[src/rtl/switch_emu_pkg.sv]
// Shared types and LFSR helper for the switch bounce emulator.
package switch_emu_pkg;

    typedef enum logic [1:0] {
        IDLE_LO   = 2'd0,
        BOUNCE_HI = 2'd1,
        IDLE_HI   = 2'd2,
        BOUNCE_LO = 2'd3
    } state_t;

    // Fibonacci taps 16,14,13,11 expressed as bit positions 15,13,12,10.
    localparam logic [15:0] LFSR_TAPS = 16'hB400;

    function automatic logic [15:0] lfsr_next(input logic [15:0] value);
        return {value[14:0], ^(value & LFSR_TAPS)};
    endfunction

endpackage

[src/rtl/switch_bounce_emulator_if.sv]
// Command/observation bundle between a stimulus source and the bounce emulator.
interface switch_bounce_emulator_if;

    logic       enable;
    logic       level_in;
    logic       sw_out;
    logic       busy;
    logic [7:0] toggle_cnt;

    modport master (
        output enable,
        output level_in,
        input  sw_out,
        input  busy,
        input  toggle_cnt
    );

    modport slave (
        input  enable,
        input  level_in,
        output sw_out,
        output busy,
        output toggle_cnt
    );

endinterface

[src/rtl/mod_m_counter.sv]
// Free-running modulo-M counter with a one-cycle pulse on the terminal count.
module mod_m_counter #(
    parameter int M = 10,
    parameter int N = (M > 1) ? $clog2(M) : 1
) (
    input  logic clk,
    input  logic reset,
    output logic max_tick
);

    logic [N-1:0] count;

    always_ff @(posedge clk or posedge reset) begin
        if (reset) begin
            count <= '0;
        end else if (count == N'(M - 1)) begin
            count <= '0;
        end else begin
            count <= count + N'(1);
        end
    end

    assign max_tick = (count == N'(M - 1));

endmodule

[src/rtl/switch_bounce_emulator.sv]
// Emulates a mechanically bouncing switch: LFSR-spaced chatter for a fixed tick window,
// then settles on the commanded level; enable=0 bypasses straight to level_in.
module switch_bounce_emulator
    import switch_emu_pkg::*;
#(
    parameter int          TICK_M       = 100_000,
    parameter int          BOUNCE_TICKS = 8,
    parameter int          GAP_BITS     = 2,
    parameter logic [15:0] LFSR_SEED    = 16'hACE1
) (
    input  logic clk,
    input  logic reset,
    switch_bounce_emulator_if.slave sw_if
);

    // An all-zero seed would lock the LFSR, so it is replaced by 1.
    localparam logic [15:0] SEED     = (LFSR_SEED == 16'h0000) ? 16'h0001 : LFSR_SEED;
    localparam int          WIN_W    = $clog2(BOUNCE_TICKS);
    localparam int          GAP_W    = GAP_BITS + 1;
    localparam logic [WIN_W-1:0] WIN_LAST = WIN_W'(BOUNCE_TICKS - 1);

    logic             tick;
    logic             restart;
    state_t           state, state_next;
    logic [15:0]      lfsr;
    logic [WIN_W-1:0] win_cnt, win_next;
    logic [GAP_W-1:0] gap_cnt, gap_next, gap_load;
    logic             sw_reg, sw_next;
    logic             busy_reg;
    logic [7:0]       tcnt, tcnt_next;

    mod_m_counter #(.M(TICK_M)) u_prescaler (
        .clk      (clk),
        .reset    (reset),
        .max_tick (tick)
    );

    assign gap_load = {1'b0, lfsr[GAP_BITS-1:0]} + GAP_W'(1);

    always_ff @(posedge clk or posedge reset) begin
        if (reset) begin
            state    <= IDLE_LO;
            sw_reg   <= 1'b0;
            busy_reg <= 1'b0;
            tcnt     <= 8'd0;
            win_cnt  <= '0;
            gap_cnt  <= '0;
            lfsr     <= SEED;
        end else begin
            state    <= state_next;
            sw_reg   <= sw_next;
            busy_reg <= (state_next == BOUNCE_HI) || (state_next == BOUNCE_LO);
            tcnt     <= tcnt_next;
            win_cnt  <= win_next;
            gap_cnt  <= gap_next;
            if (tick) begin
                lfsr <= lfsr_next(lfsr);
            end
        end
    end

    // A level mismatch (from idle or mid-bounce) restarts the window toward level_in;
    // the window end wins over a gap toggle on the same tick.
    always_comb begin
        state_next = state;
        sw_next    = sw_reg;
        tcnt_next  = tcnt;
        win_next   = win_cnt;
        gap_next   = gap_cnt;
        restart    = 1'b0;
        if (!sw_if.enable) begin
            state_next = sw_if.level_in ? IDLE_HI : IDLE_LO;
            sw_next    = sw_if.level_in;
        end else begin
            case (state)
                IDLE_LO, BOUNCE_LO: restart = sw_if.level_in;
                IDLE_HI, BOUNCE_HI: restart = !sw_if.level_in;
                default:            restart = 1'b0;
            endcase
            if (restart) begin
                state_next = sw_if.level_in ? BOUNCE_HI : BOUNCE_LO;
                win_next   = '0;
                gap_next   = gap_load;
                tcnt_next  = 8'd1;
                sw_next    = ~sw_reg;
            end else if (tick && ((state == BOUNCE_HI) || (state == BOUNCE_LO))) begin
                if (win_cnt == WIN_LAST) begin
                    state_next = (state == BOUNCE_HI) ? IDLE_HI : IDLE_LO;
                    sw_next    = (state == BOUNCE_HI);
                end else begin
                    win_next = win_cnt + WIN_W'(1);
                    gap_next = gap_cnt - GAP_W'(1);
                    if (gap_cnt == GAP_W'(1)) begin
                        sw_next   = ~sw_reg;
                        tcnt_next = (tcnt == 8'hFF) ? tcnt : tcnt + 8'd1;
                        gap_next  = gap_load;
                    end
                end
            end
        end
    end

    assign sw_if.sw_out     = sw_reg;
    assign sw_if.busy       = busy_reg;
    assign sw_if.toggle_cnt = tcnt;

endmodule

[src/flat_wrapper.sv]
// flat-port wrapper written by rule: the top's interface ports become plain ports
module switch_bounce_emulator_flat import switch_emu_pkg::*;
#(
    parameter int          TICK_M       = 100_000,
    parameter int          BOUNCE_TICKS = 8,
    parameter int          GAP_BITS     = 2,
    parameter logic [15:0] LFSR_SEED    = 16'hACE1
)
  (clk, reset, sw_if_enable, sw_if_level_in, sw_if_sw_out, sw_if_busy, sw_if_toggle_cnt);
  switch_bounce_emulator_if sw_if_i ();
  input  logic clk;
  input  logic reset;
  input wire logic [$bits(sw_if_i.enable)-1:0] sw_if_enable;
  input wire logic [$bits(sw_if_i.level_in)-1:0] sw_if_level_in;
  output wire logic [$bits(sw_if_i.sw_out)-1:0] sw_if_sw_out;
  output wire logic [$bits(sw_if_i.busy)-1:0] sw_if_busy;
  output wire logic [$bits(sw_if_i.toggle_cnt)-1:0] sw_if_toggle_cnt;
  assign sw_if_i.enable = sw_if_enable;
  assign sw_if_i.level_in = sw_if_level_in;
  assign sw_if_sw_out = sw_if_i.sw_out;
  assign sw_if_busy = sw_if_i.busy;
  assign sw_if_toggle_cnt = sw_if_i.toggle_cnt;
  switch_bounce_emulator #(.TICK_M(TICK_M), .BOUNCE_TICKS(BOUNCE_TICKS), .GAP_BITS(GAP_BITS), .LFSR_SEED(LFSR_SEED)) u_core (.clk(clk), .reset(reset), .sw_if(sw_if_i));
endmodule
[config.mk]
export PLATFORM = sky130hd
export DESIGN_NAME = switch_bounce_emulator_flat
export DESIGN_NICKNAME = d
export VERILOG_FILES = /design/src/rtl/switch_emu_pkg.sv /design/src/rtl/switch_bounce_emulator_if.sv /design/src/rtl/mod_m_counter.sv /design/src/rtl/switch_bounce_emulator.sv /design/src/flat_wrapper.sv
export SDC_FILE = /design/constraint.sdc
export NUM_CORES = 1
export LEC_CHECK = 0
export ABC_CLOCK_PERIOD_IN_PS = 2900
export CORE_MARGIN = 2
export CORE_UTILIZATION = 56
export DETAILED_ROUTE_END_ITERATION = 10
export PLACE_DENSITY = 0.86
export SYNTH_ARGS = -nofsm -noshare
export SYNTH_HDL_FRONTEND = slang
export SYNTH_SLANG_ARGS = --single-unit
[constraint.sdc]
create_clock -name clk -period 2.9 [get_ports clk]
set_input_delay 0.58 -clock clk [delete_from_list [all_inputs] [get_ports clk]]
set_output_delay 0.58 -clock clk [all_outputs]
set_load 0.01 [all_outputs]
==> reports/qor.txt <==
outcome - complete, no violations
input/output buffers - 13
largest fanout on the critical path - 13
vias - 1,991
number of flops mapped to enable cells by yosys - 0
fraction of layout cells with a size suffix above 1 - 12.33%
max FFs per register - 17
Psw - 0.5621 mW
largest area contributor in the netlist - dfrtp_1
reg-to-reg slack, setup - 0.41 ns
Clock Pin Slew Worst Setup and Hold Paths - 0.10 ns
post-CTS setup buffers - 0
power density cells - 583.7 nW/um^2
initial antenna violation count - 0
commonest non-fill, non-tap cell in the layout - nand2_1
Crit Path Category - register to register
Area growth syn-to-layout - 12.28%
RSZ-0062 raised after global routing - no
# nets final - 304
Synth Cell Area - 2577 um^2
hold slack - 0.4597 ns
Critical Path Slowest Stage Cell - or4b_4
most flop-heavy register - u_core.u_prescaler.count
Worst setup SP type - register
Sw Share - 33.28%
hold_sp - u_core.lfsr[7]
VDD IR-drop max - 0.0003614 V
asr flop ratio synth - 100.0%
setup TNS - 0 ns
fmax - 401.9 MHz
Post-Syn Nets - 284
syn avg cell area - 9.511 um^2
WL per Instance - 14.14 um
Flop pwr share - 47.1%
hpwl dp - 3290 um
Area contributors post-synth - dfrtp_1 42%, nand2_1 9.6%, dfstp_2 8.2%
Seq/Total Area, Yosys - 49.90%
TritonRoute pass-1 iters - 4
clock sink count - 51
largest net degree at the start of global routing - 37
Vert. Die Dim - 71.84 um
clock network fraction of total power - 26.4%
global route overflow - 0
# setup viols final - 0
post-synth top area share - 41.75%
hold bufs inserted after CTS - 0
Synth cell types - 46
Initial Util - 58.79%
dominant synthesized flop cell - dfrtp_1
FP Rows - 24
CTS tree - yes
Pint - 1.127 mW
WL final - 4865 um
Slew Viols, Final - 0
worst flop-to-flop path endpoint - u_core.sw_if.toggle_cnt[5]
1st-iter DRT viols - 110
Layout Utilization - 66.01%
worst slew pin tran - 0.8643 ns
GP Congestion - 0.8298
Worst R2R Path Depth - 5
Die Area - 5161 um^2
Clock Latency Late Sink - 0.32 ns
Rel. slew slack - 42.11%
Final period util - 85.80%
Setup Skew - 0.004221 ns
CP Data Arrival Time - 2.74 ns
Min-Delay Endpoint - u_core.lfsr[7]
DR vias/cell - 5.788
final hold viol count - 0
total CTS buffers - 5
leakage - 1.267 nW
most frequent cells in the layout - 66 x nand2_1, 43 x dfrtp_1, 17 x nand3_1, 13 x o21ai_0, 13 x clkdlybuf4s50_1
cell count after synthesis - 271
Placed Area - 2798 um^2
Worst EP required - 3.15 ns
CP Cell Sequence - or4b_4 > nor3_4 > o2111ai_2 > or4_1 > a21oi_1
num ports - 14
Syn. warnings - 0
Hold Path Depth - 2
final cell count without fillers - 344
global-route wire length before repair - 8424 um
Inst Count DP - 336
Die Wd - 71.84 um
Worst path max stage delay - 0.60 ns
Core Footprint - 4384 um^2
post-cts sizing count - 0
max_cap viols - 0
gr usage total - 20.80%
worst path buffer plus inverter count - 0
Max H-tree Level - 2
final critical-path required period - 2.488 ns
diodes inserted - 0
Hold WC Path Type - register to register
vias in the first global route - 1,935
Detail Route Antenna Nets - 0
combinational power share - 26.5%
post-route cell area - 2894 um^2
clk root buf - clkbuf_8
CP Capture Type - register
CP top delay family - simple AND/OR/NAND/NOR gates
maximum clock path buffer count - 2
reg2reg start - u_core.u_prescaler.count[12]
Fill cells - 360
DRC - 0
Synth Register Bits - 51
tightest hold or removal path, stage by stage (launching register included):
cell	delay, ns
dfstp_2	0.38
nand2_1	0.04
nand2_1	0.04
cells by family (layout without fill, tap and decap cells):
kind of cell,after synthesis,after routing,synth area share [%]
buffers and inverters,16,37,2.621
and+or+nand+nor,130,130,24.90
adders and majority gates,9,9,4.369
muxes,2,2,0.8737
DFF,51,51,49.90
AOI/OAI and AO/OA,47,47,11.89
xor gates and xnor gates,16,16,5.437
synthesized netlist by cell type, types with 2 or more instances:
library cell,n
mux2_2,2
a21oi_1,11
nor4_1,3
nor3_1,3
or3_1,4
nand2_1,66
dfstp_2,8
ha_1,9
o31ai_1,4
nand3_1,17
nand4_1,2
xnor2_1,11
inv_1,9
nor3b_1,2
xor2_1,5
or4_1,3
nand4b_1,2
nor2_1,12
o21ai_1,2
clkbuf_1,6
nor2b_1,6
o221ai_1,2
o211ai_1,2
a31oi_1,3
or4b_4,2
o21ai_0,13
dfrtp_1,43
metrics by stage:
step                      worst slack, ns  power (mW)
after global routing               0.3033       1.777
after CTS                          0.4254       1.696
after global placement             0.3023       1.229
after floorplan                    0.7568       1.096
final                              0.4119       1.689
after detailed placement           0.2622       1.244
per-layer routing:
| metal | track usage (%) | wire [um] | vias to the layer above |
|---|---|---|---|
| met1 | 27.37 | 2349 | 963 |
| met5 | 0 | 0 | - |
| met3 | 5.204 | 186 | 10 |
| li1 | - | - | 979 |
| met2 | 32.72 | 2235 | 39 |
| met4 | 9.224 | 93 | 0 |
power by group through the flow:
stage                     Clock [mW]  Combinational, mW  Sequential (mW)
after global routing           0.486              0.491            0.800
after floorplan                    0              0.290            0.806
after global placement             0              0.424            0.805
after CTS                      0.457              0.445            0.794
after detailed placement           0              0.438            0.806
final                          0.446              0.447            0.796
final cells by class:
type | count | area [um^2] | area share (%)
flip-flops and latches | 51 | 1286 | 44.44
clock buffers | 5 | 68.82 | 2.378
inverters | 9 | 33.78 | 1.167
repair buffers | 20 | 182.7 | 6.312
clock inverters | 3 | 27.53 | 0.9511
well taps | 52 | 65.06 | 2.248
multi-input cells | 204 | 1230 | 42.50
worst max-delay path by stage:
stage                                             from                          to  cells past startpoint
after floorplan                        u_core.state[0]           u_core.gap_cnt[1]                      8
after global placement                  sw_if_level_in           u_core.gap_cnt[0]                      6
after detailed placement                sw_if_level_in           u_core.gap_cnt[0]                      6
after CTS                 u_core.u_prescaler.count[12]  u_core.sw_if.toggle_cnt[7]                      5
after global routing      u_core.u_prescaler.count[12]  u_core.sw_if.toggle_cnt[5]                      5
final                     u_core.u_prescaler.count[12]  u_core.sw_if.toggle_cnt[5]                      5
Power figures use the tool's default switching activity.
